`src/rtl/pad_ctrl_pkg.sv`:
```
// Shared definitions for the pad colour control stage: clear FSM states,
// channel count and bit positions inside the colour register, PWM width.
package pad_ctrl_pkg;

  typedef enum logic [1:0] {
    RUN      = 2'd0,
    HOLD     = 2'd1,
    WAIT_REL = 2'd2
  } clr_state_t;

  localparam int NUM_CH   = 3;
  localparam int CH_RED   = 0;
  localparam int CH_BLUE  = 1;
  localparam int CH_GREEN = 2;
  localparam int PWM_W    = 4;

  // True when every channel in the vector is set
  function automatic logic all_set(input logic [NUM_CH-1:0] v);
    return &v;
  endfunction

  // True when no channel in the vector is set
  function automatic logic none_set(input logic [NUM_CH-1:0] v);
    return ~|v;
  endfunction

endpackage

```
`src/rtl/btn_debounce.sv`:
```
// One button channel: two-flop synchroniser, debounce counter, debounced
// level and a single-cycle rise strobe that is valid on the edge where the
// debounced level goes from 0 to 1.
module btn_debounce #(
  parameter int unsigned DEB_CYCLES = 20000
) (
  input  logic i_clk,
  input  logic i_rst_n,
  input  logic i_btn,
  output logic o_stable,
  output logic o_rise
);

  localparam int CNT_W = (DEB_CYCLES > 1) ? $clog2(DEB_CYCLES) : 1;
  localparam logic [CNT_W-1:0] CNT_MAX = CNT_W'(DEB_CYCLES - 1);

  logic             r_sync1;
  logic             r_sync2;
  logic             r_stable;
  logic [CNT_W-1:0] r_cnt;
  logic             w_expire;

  // Bring the raw asynchronous button into the clock domain
  always_ff @(posedge i_clk or negedge i_rst_n) begin
    if (!i_rst_n) begin
      r_sync1 <= 1'b0;
      r_sync2 <= 1'b0;
    end else begin
      r_sync1 <= i_btn;
      r_sync2 <= r_sync1;
    end
  end

  assign w_expire = (r_cnt == CNT_MAX);

  // Count consecutive disagreeing clocks; accept the new level only after a full run
  always_ff @(posedge i_clk or negedge i_rst_n) begin
    if (!i_rst_n) begin
      r_stable <= 1'b0;
      r_cnt    <= '0;
    end else if (r_sync2 == r_stable) begin
      r_cnt <= '0;
    end else if (w_expire) begin
      r_stable <= r_sync2;
      r_cnt    <= '0;
    end else begin
      r_cnt <= r_cnt + 1'b1;
    end
  end

  assign o_stable = r_stable;
  assign o_rise   = r_sync2 & ~r_stable & w_expire;

endmodule

```
`src/rtl/pad_color_ctrl.sv`:
```
// Pad colour control: three debounced buttons toggle red/blue/green, a long
// hold of all three clears the colour. Define COLOR_PWM_EN to add a 16-step
// PWM dimmer on the colour outputs; without it outputs follow the colour
// register directly.
module pad_color_ctrl
  import pad_ctrl_pkg::*;
#(
  parameter int unsigned DEB_CYCLES  = 20000,
  parameter int unsigned LONG_CYCLES = 1000000,
  parameter int unsigned PWM_DUTY    = 8
) (
  input  logic       CLK,
  input  logic       RST_N,
  input  logic       BTN1,
  input  logic       BTN2,
  input  logic       BTN3,
  output logic       red,
  output logic       blue,
  output logic       green,
  output logic [2:0] press
);

  localparam int HCNT_W = (LONG_CYCLES > 1) ? $clog2(LONG_CYCLES) : 1;
  localparam logic [HCNT_W-1:0] HCNT_MAX = HCNT_W'(LONG_CYCLES - 1);

  if (DEB_CYCLES < 2 || LONG_CYCLES < 2 || PWM_DUTY > 16) begin : g_bad_params
    $error("pad_color_ctrl: parameter out of range");
  end

  logic [NUM_CH-1:0] w_btn;
  logic [NUM_CH-1:0] w_stable;
  logic [NUM_CH-1:0] w_rise;
  logic [NUM_CH-1:0] r_press;
  logic [NUM_CH-1:0] r_col;
  logic [HCNT_W-1:0] r_hcnt;
  clr_state_t        r_state;

  assign w_btn[CH_RED]   = BTN1;
  assign w_btn[CH_BLUE]  = BTN2;
  assign w_btn[CH_GREEN] = BTN3;

  for (genvar g = 0; g < NUM_CH; g++) begin : g_chan
    btn_debounce #(
      .DEB_CYCLES(DEB_CYCLES)
    ) u_deb (
      .i_clk    (CLK),
      .i_rst_n  (RST_N),
      .i_btn    (w_btn[g]),
      .o_stable (w_stable[g]),
      .o_rise   (w_rise[g])
    );
  end

  // Register the rise strobes so press pulses carry no combinational path
  always_ff @(posedge CLK or negedge RST_N) begin
    if (!RST_N) begin
      r_press <= '0;
    end else begin
      r_press <= w_rise;
    end
  end

  // Colour toggling plus the long-hold clear FSM; the clear is written last so it wins
  always_ff @(posedge CLK or negedge RST_N) begin
    if (!RST_N) begin
      r_state <= RUN;
      r_hcnt  <= '0;
      r_col   <= '0;
    end else begin
      if (r_state != WAIT_REL) begin
        r_col <= r_col ^ w_rise;
      end
      case (r_state)
        RUN: begin
          if (all_set(w_stable)) begin
            r_state <= HOLD;
            r_hcnt  <= '0;
          end
        end
        HOLD: begin
          if (!all_set(w_stable)) begin
            r_state <= RUN;
          end else if (r_hcnt == HCNT_MAX) begin
            r_col   <= '0;
            r_state <= WAIT_REL;
          end else begin
            r_hcnt <= r_hcnt + 1'b1;
          end
        end
        WAIT_REL: begin
          if (none_set(w_stable)) begin
            r_state <= RUN;
          end
        end
        default: r_state <= RUN;
      endcase
    end
  end

  assign press = r_press;

`ifdef COLOR_PWM_EN
  localparam logic [PWM_W:0] DUTY = (PWM_W + 1)'(PWM_DUTY);

  logic [PWM_W-1:0] r_pwm_cnt;
  logic             w_pwm_on;

  // Free-running dimmer phase, wraps naturally at 16
  always_ff @(posedge CLK or negedge RST_N) begin
    if (!RST_N) begin
      r_pwm_cnt <= '0;
    end else begin
      r_pwm_cnt <= r_pwm_cnt + 1'b1;
    end
  end

  assign w_pwm_on = ({1'b0, r_pwm_cnt} < DUTY);
  assign red      = r_col[CH_RED]   & w_pwm_on;
  assign blue     = r_col[CH_BLUE]  & w_pwm_on;
  assign green    = r_col[CH_GREEN] & w_pwm_on;
`else
  assign red   = r_col[CH_RED];
  assign blue  = r_col[CH_BLUE];
  assign green = r_col[CH_GREEN];
`endif

endmodule

```
`config.mk`:
```
export PLATFORM = sky130hd
export DESIGN_NAME = pad_color_ctrl
export DESIGN_NICKNAME = d
export VERILOG_FILES = /design/src/rtl/pad_ctrl_pkg.sv /design/src/rtl/btn_debounce.sv /design/src/rtl/pad_color_ctrl.sv
export SDC_FILE = /design/constraint.sdc
export NUM_CORES = 1
export LEC_CHECK = 0
export ABC_CLOCK_PERIOD_IN_PS = 2460
export BUFFER_PORTS_ARGS = -buffer_cell sky130_fd_sc_hd__buf_2
export CORE_ASPECT_RATIO = 1.5
export CORE_MARGIN = 2
export CORE_UTILIZATION = 45
export CTS_CLUSTER_DIAMETER = 80
export CTS_CLUSTER_SIZE = 14
export DETAILED_ROUTE_END_ITERATION = 16
export GPL_ROUTABILITY_DRIVEN = 0
export GPL_TIMING_DRIVEN = 0
export PLACE_DENSITY = 0.59
export SETUP_SLACK_MARGIN = 0.1
export SKIP_LAST_GASP = 1
export SLEW_MARGIN = 40
export SYNTH_ARGS = -nofsm -noshare
export SYNTH_HDL_FRONTEND = slang
export SYNTH_HIERARCHICAL = 1
export SYNTH_SLANG_ARGS = --single-unit
```
`constraint.sdc`:
```
create_clock -name CLK -period 2.46 [get_ports CLK]
set_input_delay 0 -clock CLK [delete_from_list [all_inputs] [get_ports CLK]]
set_output_delay 0 -clock CLK [all_outputs]
set_load 0.05 [all_outputs]
```
==> flow_summary.json <==
{
  "end_kind": "register",
  "dpl-instance-area_um2": 4370,
  "area_delta_synth_final_pct": 14.2,
  "final-instance-count-excl-fill": 556,
  "crit_chain": "buf_6 > or4_1 > or4_4 > o21ai_4 > o2bb2ai_1 > a22o_1",
  "run_status": "finished, final reports clean",
  "skew_ps": 4.36,
  "internal-power_mw": 2.16,
  "avgRoutedWirePerCell_um": 14.5,
  "r2r_cells": 6,
  "htree_levels": 3,
  "core_um2": 8880,
  "cts_tree": "done",
  "whs_ps": 126,
  "tightest_slew_ps": 511,
  "final_util": 0.534,
  "syn_area_um2": 4150,
  "power_density_nw_per_um2": 581,
  "netSwitchingPower_uw": 594,
  "final_layout_size_suffix_gt1_frac": 0.148,
  "critPathRequiredTime_ps": 2680,
  "min_period_ps": 2220,
  "maxCapViolCount": 0,
  "multi_input_area_um2": 1970,
  "track_usage": 0.186,
  "via_per_inst": 5.44,
  "grt_pass1_wl_um": 14300,
  "route.detailed.drc": 0,
  "critPathTopFamily": "simple AND/OR/NAND/NOR gates",
  "ys_ff_latch": 82,
  "grt_pass1_vias": 3109,
  "cts_buffers": 9,
  "num_vias": 3025,
  "p_sw_frac": 0.216,
  "numPlacedInstances": 533,
  "num_rows": 42,
  "worst-path-buf-inv": 1,
  "critPathLaunchType": "register",
  "root_buffer": "clkbuf_16",
  "hold_viol_final": 0,
  "max_slew_margin": 0.660,
  "start_util": 0.468,
  "path_depth": 6,
  "synth_edf_count": 0,
  "netlist.area_leader.share": 0.494,
  "grt_max_degree": 49,
  "cts_max_path_buffers": 2,
  "leakage_nw": 2.04,
  "rsz0062_at_grt": "no",
  "max_freq_mhz": 450,
  "clk_pin_slew_worst_paths_ps": 60,
  "async_flop_share": 1.00,
  "crit_fanout": 10,
  "clkLatencyLatePin_ps": 330,
  "synthFlopType": "dfrtp_1",
  "synth_cell_types": 52,
  "synth_area_per_cell_um2": 10.1,
  "syn_nets": 424,
  "slowest_delay_ps": 500,
  "hpwl_um": 5510,
  "drv_slew": 0,
  "n_antenna_cell": 0,
  "ant_nets": 0,
  "io_pins": 11,
  "fillers": 807,
  "holdCritPathClass": "in -> async",
  "crit_type": "reg -> reg",
  "numPortBuffers": 10,
  "pwr-share-seq": 0.501,
  "ys_warn_count": 6,
  "grt_overflow": 0,
  "crit_arrival_ps": 2440,
  "cpMaxStageDelayCell": "or4_1",
  "drt_iter0_drc": 147,
  "die_x_um": 82.4,
  "setup_tns_ps": 0,
  "firstDrtPassIters": 4,
  "die-height_um": 122,
  "antenna_found_initial": 0,
  "combPwrFrac": 0.032,
  "drt_wl_total_um": 8060,
  "timing.final.setup_violations": 0,
  "synth_area_leaders": "dfrtp_1 49%, nor2_1 5.6%, xor2_1 4.9%",
  "syn_inst": 412,
  "yosysSeqAreaShare": 0.494,
  "numClockSinks": 82,
  "final_area_um2": 4740,
  "ff_latch_area_um2": 2050,
  "final_net_count": 453,
  "min_period_over_period": 0.903,
  "p_clk_frac": 0.467,
  "die-area_um2": 10000,
  "irDropWorstVdd_uv": 374,
  "post-synth-top-area-cell": "dfrtp_1"
}
cells by family (layout without fill, tap and decap cells):
family / after synthesis / count (layout) / synth area share
simple gates: 207 / 207 / 0.285
flops: 82 / 82 / 0.494
xor+xnor: 43 / 43 / 0.0907
compound gates: 38 / 38 / 0.0591
buf+inv: 29 / 63 / 0.0343
fa+ha+maj: 7 / 7 / 0.0211
mux: 6 / 6 / 0.0154
through the flow:
stage          setup slack, ps  power (mW)
6_report                   238        2.76
5_1_grt                    174        2.87
4_1_cts                    230        2.80
3_5_place_dp               131        1.49
3_3_place_gp               167        1.48
2_1_floorplan              422        1.44
flip-flops by register name, summed over array words and instances, names as in the netlist:
| register | cells |
|---|---|
| r_col | 3 |
| press | 3 |
| r_state | 2 |
| g_chan.u_deb/o_stable | 3 |
| r_hcnt | 20 |
| g_chan.u_deb/r_sync2 | 3 |
| g_chan.u_deb/r_sync1 | 3 |
| g_chan.u_deb/r_cnt | 45 |
area by class of cell:
type                       instances  share of cell area
multi-input combinational        301               0.416
clock buffer                      12              0.0562
tap                              110              0.0290
inverter                          15              0.0119
timing repair buffer              18              0.0309
buffer                            14              0.0182
clock inverter                     4             0.00501
sequential                        82               0.433
power by group through the flow:
stage	Clock (mW)	Combinational, mW	Sequential, mW
after floorplan	0	0.0400	1.40
final	1.29	0.0884	1.38
after global routing	1.38	0.105	1.38
after CTS	1.33	0.0926	1.38
after detailed placement	0	0.0868	1.40
after global placement	0	0.0785	1.40
layout by cell type, fill, tap and decap left out, types with 6 or more instances in the layout:
master / count
clkbuf_16: 9
nand2_1: 32
o21ai_0: 10
buf_2: 9
buf_4: 9
a21oi_1: 14
nor2_1: 62
nor3_1: 18
ha_1: 7
xor2_1: 23
inv_1: 14
dfrtp_1: 82
xnor2_1: 20
nand4_1: 17
or3_1: 6
nand3_1: 18
and4_1: 15
path summary, 6_finish.rpt:
path | end | slack [ps] | from
min reg2reg | g_chan[0].u_deb/r_sync2 | 350 | g_chan[0].u_deb/r_sync1
max | r_hcnt[1] | 240 | r_hcnt[12]
min in group CLK | g_chan[2].u_deb/r_sync1 | 310 | BTN3
min | r_hcnt[6] | 130 | RST_N
max in group asynchronous | g_chan[1].u_deb/o_stable | 1790 | RST_N
max reg2reg | r_hcnt[1] | 240 | r_hcnt[12]
routing by layer:
metal / track usage / share of wire
met1: 0.233 / 0.44
met2: 0.306 / 0.51
met3: 0.0378 / 0.026
met4: 0.0792 / 0.023
met5: 0 / 0
cell usage after synthesis, types with 7 or more instances:
| cell type | count |
|---|---|
| xor2_1 | 23 |
| nand3_1 | 18 |
| inv_1 | 14 |
| and4_1 | 15 |
| o21ai_0 | 10 |
| dfrtp_1 | 82 |
| xnor2_1 | 20 |
| a21oi_1 | 14 |
| nand4_1 | 17 |
| nand2_1 | 32 |
| nor3_1 | 18 |
| ha_1 | 7 |
| nor2_1 | 62 |
timing repair:
action | CTS | global route
hold buffers | 4 | 0
gates resized for setup | 1 | 1
endpoints found under the hold margin | 85 | 0
pin swaps | 0 | 1
setup endpoints to repair | 2 | 3
setup buffers | 0 | 3
Note: power is estimated with default switching activity, not from simulation.
